===== config.mk =====
export PLATFORM = sky130hd
export DESIGN_NAME = seq_serializer
export DESIGN_NICKNAME = d
export VERILOG_FILES = /design/src/rtl/seq_serializer_pkg.sv /design/src/rtl/seq_bit_counter.sv /design/src/rtl/seq_serializer.sv
export SDC_FILE = /design/constraint.sdc
export NUM_CORES = 1
export LEC_CHECK = 0
export ABC_AREA = 1
export BUFFER_PORTS_ARGS = -buffer_cell sky130_fd_sc_hd__buf_4
export CAP_MARGIN = 30
export CORE_ASPECT_RATIO = 0.8
export CORE_MARGIN = 4
export CORE_UTILIZATION = 55
export DETAILED_ROUTE_END_ITERATION = 8
export HOLD_SLACK_MARGIN = 0.12
export PLACE_DENSITY = 0.89
export SYNTH_ARGS = -nofsm -noshare
export SYNTH_HDL_FRONTEND = slang
export SYNTH_SLANG_ARGS = --single-unit

===== constraint.sdc =====
create_clock -name clk -period 4.3 [get_ports clk]
set_clock_uncertainty 0.2 [all_clocks]
set_input_delay 0.215 -clock clk [delete_from_list [all_inputs] [get_ports clk]]
set_output_delay 0.215 -clock clk [all_outputs]
set_load 0.02 [all_outputs]

===== src/rtl/seq_serializer_pkg.sv =====
// rtl/seq_serializer_pkg.sv - shared state encoding and defaults for the serializer
package seq_serializer_pkg;

    // Two-state serializer FSM, encoding fixed so detector FSMs can share it
    typedef enum logic {
        SER_IDLE  = 1'b0,
        SER_SHIFT = 1'b1
    } ser_state_t;

    localparam int SER_DEFAULT_WIDTH = 16;

endpackage


===== src/rtl/seq_bit_counter.sv =====
// rtl/seq_bit_counter.sv - bit position up-counter with clear, enable and terminal flag
module seq_bit_counter #(
    parameter int WIDTH = 16,
    parameter int CW    = $clog2(WIDTH)
) (
    input  logic clk,
    input  logic rst,
    input  logic clr,
    input  logic en,
    output logic tc
);

    logic [CW-1:0] cnt;

    // Count consumed bits; clear has priority so a reload always restarts at 0
    always_ff @(posedge clk) begin
        if (rst) begin
            cnt <= '0;
        end else if (clr) begin
            cnt <= '0;
        end else if (en) begin
            cnt <= cnt + 1'b1;
        end
    end

    assign tc = (cnt == CW'(WIDTH - 1));

endmodule


===== src/rtl/seq_serializer.sv =====
// rtl/seq_serializer.sv - parallel-to-serial bit source with valid/ready input and stall
module seq_serializer
    import seq_serializer_pkg::*;
#(
    parameter int WIDTH     = SER_DEFAULT_WIDTH,
    parameter int MSB_FIRST = 0
) (
    input  logic             clk,
    input  logic             rst,
    input  logic [WIDTH-1:0] in_data,
    input  logic             in_valid,
    output logic             in_ready,
    input  logic             out_en,
    output logic             out_bit,
    output logic             out_valid,
    output logic             last_bit,
    output logic             word_done
);

    ser_state_t       state;
    ser_state_t       next_state;
    logic [WIDTH-1:0] shreg;
    logic             tc;
    logic             accept;
    logic             final_take;
    logic             cnt_clr;
    logic             cnt_en;

    // The counter also clears when the final bit leaves, so it never wraps on its own
    seq_bit_counter #(
        .WIDTH (WIDTH)
    ) u_cnt (
        .clk (clk),
        .rst (rst),
        .clr (cnt_clr),
        .en  (cnt_en),
        .tc  (tc)
    );

    // State register
    always_ff @(posedge clk) begin
        if (rst) begin
            state <= SER_IDLE;
        end else begin
            state <= next_state;
        end
    end

    // Next state and handshake; in_ready reopens on the final consumed bit for gapless chaining
    always_comb begin
        next_state = state;
        out_valid  = 1'b0;
        last_bit   = 1'b0;
        final_take = 1'b0;
        in_ready   = 1'b0;
        accept     = 1'b0;
        cnt_en     = 1'b0;
        cnt_clr    = 1'b0;
        case (state)
            SER_IDLE: begin
                in_ready = 1'b1;
                accept   = in_valid;
                if (in_valid) begin
                    next_state = SER_SHIFT;
                end
            end
            SER_SHIFT: begin
                out_valid  = 1'b1;
                last_bit   = tc;
                final_take = tc && out_en;
                in_ready   = final_take;
                accept     = final_take && in_valid;
                cnt_en     = out_en;
                if (final_take && !in_valid) begin
                    next_state = SER_IDLE;
                end
            end
            default: next_state = SER_IDLE;
        endcase
        cnt_clr = accept || final_take;
    end

    // Shift register: load on accept, move one bit toward the emit end per consumed bit
    always_ff @(posedge clk) begin
        if (rst) begin
            shreg <= '0;
        end else if (accept) begin
            shreg <= in_data;
        end else if (out_valid && out_en) begin
            if (MSB_FIRST != 0) begin
                shreg <= {shreg[WIDTH-2:0], 1'b0};
            end else begin
                shreg <= {1'b0, shreg[WIDTH-1:1]};
            end
        end
    end

    // One-cycle completion pulse after the final bit is consumed
    always_ff @(posedge clk) begin
        if (rst) begin
            word_done <= 1'b0;
        end else begin
            word_done <= final_take;
        end
    end

    assign out_bit = (MSB_FIRST != 0) ? shreg[WIDTH-1] : shreg[0];

endmodule

==> flow_summary.ini <==
[status]
status = finished, final reports clean

[drt]
wire_per_inst_um = 12.2
initialDrtViolationCount = 45
vias_per_cell = 5.08
wirelength_um = 2850
drt_first_pass_iters = 5
vias = 1188
drt.antenna.violating_nets = 0
drc = 0

[die]
die_width_um = 59.4
die_h_um = 49.1
ioPinCount = 25
dieArea_um2 = 2920
core_um2 = 1940
std_cell_rows = 14
start_util_pct = 59.8

[synthesis]
syn_inst = 169
ys_types = 20
synth_nets = 190
seq_area_frac_synth_pct = 37.9
syn_area_um2 = 1160
synth_warnings = 0
postSynthAreaPerCell_um2 = 6.88
synth-seq-cells = 22

[sta]
fmax_mhz = 380
min_period_ps = 2630
hold_violations = 0
slew_violations = 0
setup_violations = 0
tightest_slew_ps = 782
maxSlewHeadroom_pct = 46.8
tns_ps = 0
rsz0062_at_grt = no
fin_crit_sh_pct = 61.2

[placement]
gp_congestion = 0.760
postPlaceCellArea_um2 = 1310
hpwlAfterDp_um = 1710
io_buffer_count = 24

[setup_path]
cpMostUsedCell = dlygate4sd3_1
worstPathMaxFanout = 19
cp.arrival_ps = 2690
startpoint = u_cnt.cnt[0]
required_ps = 4350
crit_family = buffers and inverters
end_kind = register
regToRegSetupSlack_ps = 1670
critical-path-max-stage-delay_ps = 570
cp_slowest_cell = dlygate4sd3_1
cp-start-kind = register
crit_chain = ha_1 -> nand4_1 -> nand2_4 -> nand3_1 -> dlygate4sd3_1 -> a21oi_1 -> dlygate4sd3_1
r2r_start = u_cnt.cnt[0]
criticalPathCategory = register to register
critical_path_buf_inv_count = 2

[worst_hold_path]
hp-start = shreg[12]
hp-class = register to register

[finish]
antennaDiodeCount = 0
layout-drive-gt1-share_pct = 20.5
nNetsFinal = 232
design_area_um2 = 1560
num-fill-cells = 136
areaGrowthSynthToFinish_pct = 34.2
final_common_cell = nand2_1
final_cell_mix = nand2_1, buf_4, dfxtp_1

[clocking]
cts_root_buffer = clkbuf_4
cts_resized = 0
cts.clk_slew.worst_paths_ps = 120
cts_tree = built
cts_buffer_depth = 2
cts.sinks = 22
clk_latency_ps = 310
cts_buffers = 3
htreeDepth = 1

[grt]
first_global_vias = 1210
grt_use_total_pct = 21.9
gr-total-overflow = 0
antenna_found_initial = 0
grt_pass1_wl_um = 4990
grt_max_degree = 20

[pwr]
power_density_nw_per_um2 = 277
vdd_drop_max_uv = 215
p_leak_nw = 0.762

[run]
maxCapViolCount = 0
==> worst register-to-register path, delay by kind of cell, from the launching register on <==
kind            cells  cell delay, ps
buf+inv             2            1130
simple gates        3             500
flops               1             390
fa+ha+maj           1             200
compound gates      1             150
==> worst paths after layout <==
path	cells past startpoint	endpoint
worst max-delay path	7	shreg[15]
worst min-delay path	2	shreg[12]
worst max register to register	7	shreg[15]
worst min register to register	2	shreg[12]
==> cell type report <==
| cell class | count | area, um^2 | share of cell area, % |
|---|---|---|---|
| clock buffers | 4 | 36.3 | 2.33 |
| inverters | 22 | 83.8 | 5.37 |
| multi-input cells | 117 | 579 | 37.1 |
| flip-flops and latches | 22 | 440 | 28.2 |
| well taps | 24 | 30.0 | 1.92 |
| repair buffers | 45 | 390 | 25.0 |
==> power breakdown <==
group | leakage [nW] | total (mW) | internal [mW] | switching, mW
clock network | 0.0210 | 0.115 | 0.0518 | 0.0631
logic | 0.560 | 0.0928 | 0.0443 | 0.0486
registers | 0.181 | 0.224 | 0.216 | 0.00808
total | 0.762 | 0.432 | 0.312 | 0.120
==> sequential cells by signal, indices dropped and copies added, names as in the netlist <==
name / count
state: 1
word_done: 1
shreg: 16
u_cnt.cnt: 4
==> synth_stat cells <==
cell,count,share of area [%]
nand2_2,1,0.54
a21oi_2,9,6.8
buf_6,3,2.9
nand4_1,1,0.54
a21oi_1,7,3.0
nor2_1,8,2.6
ha_1,1,1.1
nand3_2,1,0.86
buf_2,2,0.86
buf_4,1,0.65
clkbuf_1,2,0.65
nand3_1,21,9.0
nand2_4,2,1.9
xor2_1,2,1.5
xnor2_1,1,0.75
dfxtp_1,22,38
mux2i_2,1,1.2
clkinv_2,1,0.43
inv_1,21,6.8
nand2_1,62,20
==> cell families (layout without fill, tap and decap cells) <==
| logic type | after synthesis | in the layout | share of synthesized area, % |
|---|---|---|---|
| flops | 22 | 22 | 37.9 |
| xor+xnor | 3 | 3 | 2.26 |
| buf+inv | 30 | 71 | 12.3 |
| fa+ha+maj | 1 | 1 | 1.08 |
| compound gates | 16 | 16 | 9.80 |
| mux | 1 | 1 | 1.18 |
| simple gates | 96 | 96 | 35.5 |
==> repair_timing <==
action,in CTS,in global routing
buffers inserted,0,0
hold buffers,21,0
endpoints found under the hold margin,22,0
==> per-layer routing <==
metal,GRT usage [%],wire [um],share of wire (%),vias to the layer above
met5,0,0,0,-
met4,8.30,27,0.95,0
met3,5.82,171,6.0,4
met2,39.3,1520,53,42
met1,23.8,1130,40,538
li1,-,-,-,604
==> metrics by stage <==
| stage | instances | hold WS [ps] | total power [mW] | setup WS [ps] | util (%) |
|---|---|---|---|---|---|
| 2_1_floorplan | 169 | 180 | 0.282 | 2730 | - |
| 3_5_place_dp | 209 | 258 | 0.305 | 2450 | 67.6 |
| 4_1_cts | 234 | 276 | 0.435 | 1700 | 80.2 |
| 5_1_grt | 234 | 297 | 0.454 | 1560 | 80.2 |
| 6_report | 234 | 280 | 0.432 | 1670 | 80.2 |
| 3_3_place_gp | 209 | 252 | 0.301 | 2550 | 67.6 |
No activity file was read; power rests on OpenSTA's default activity.
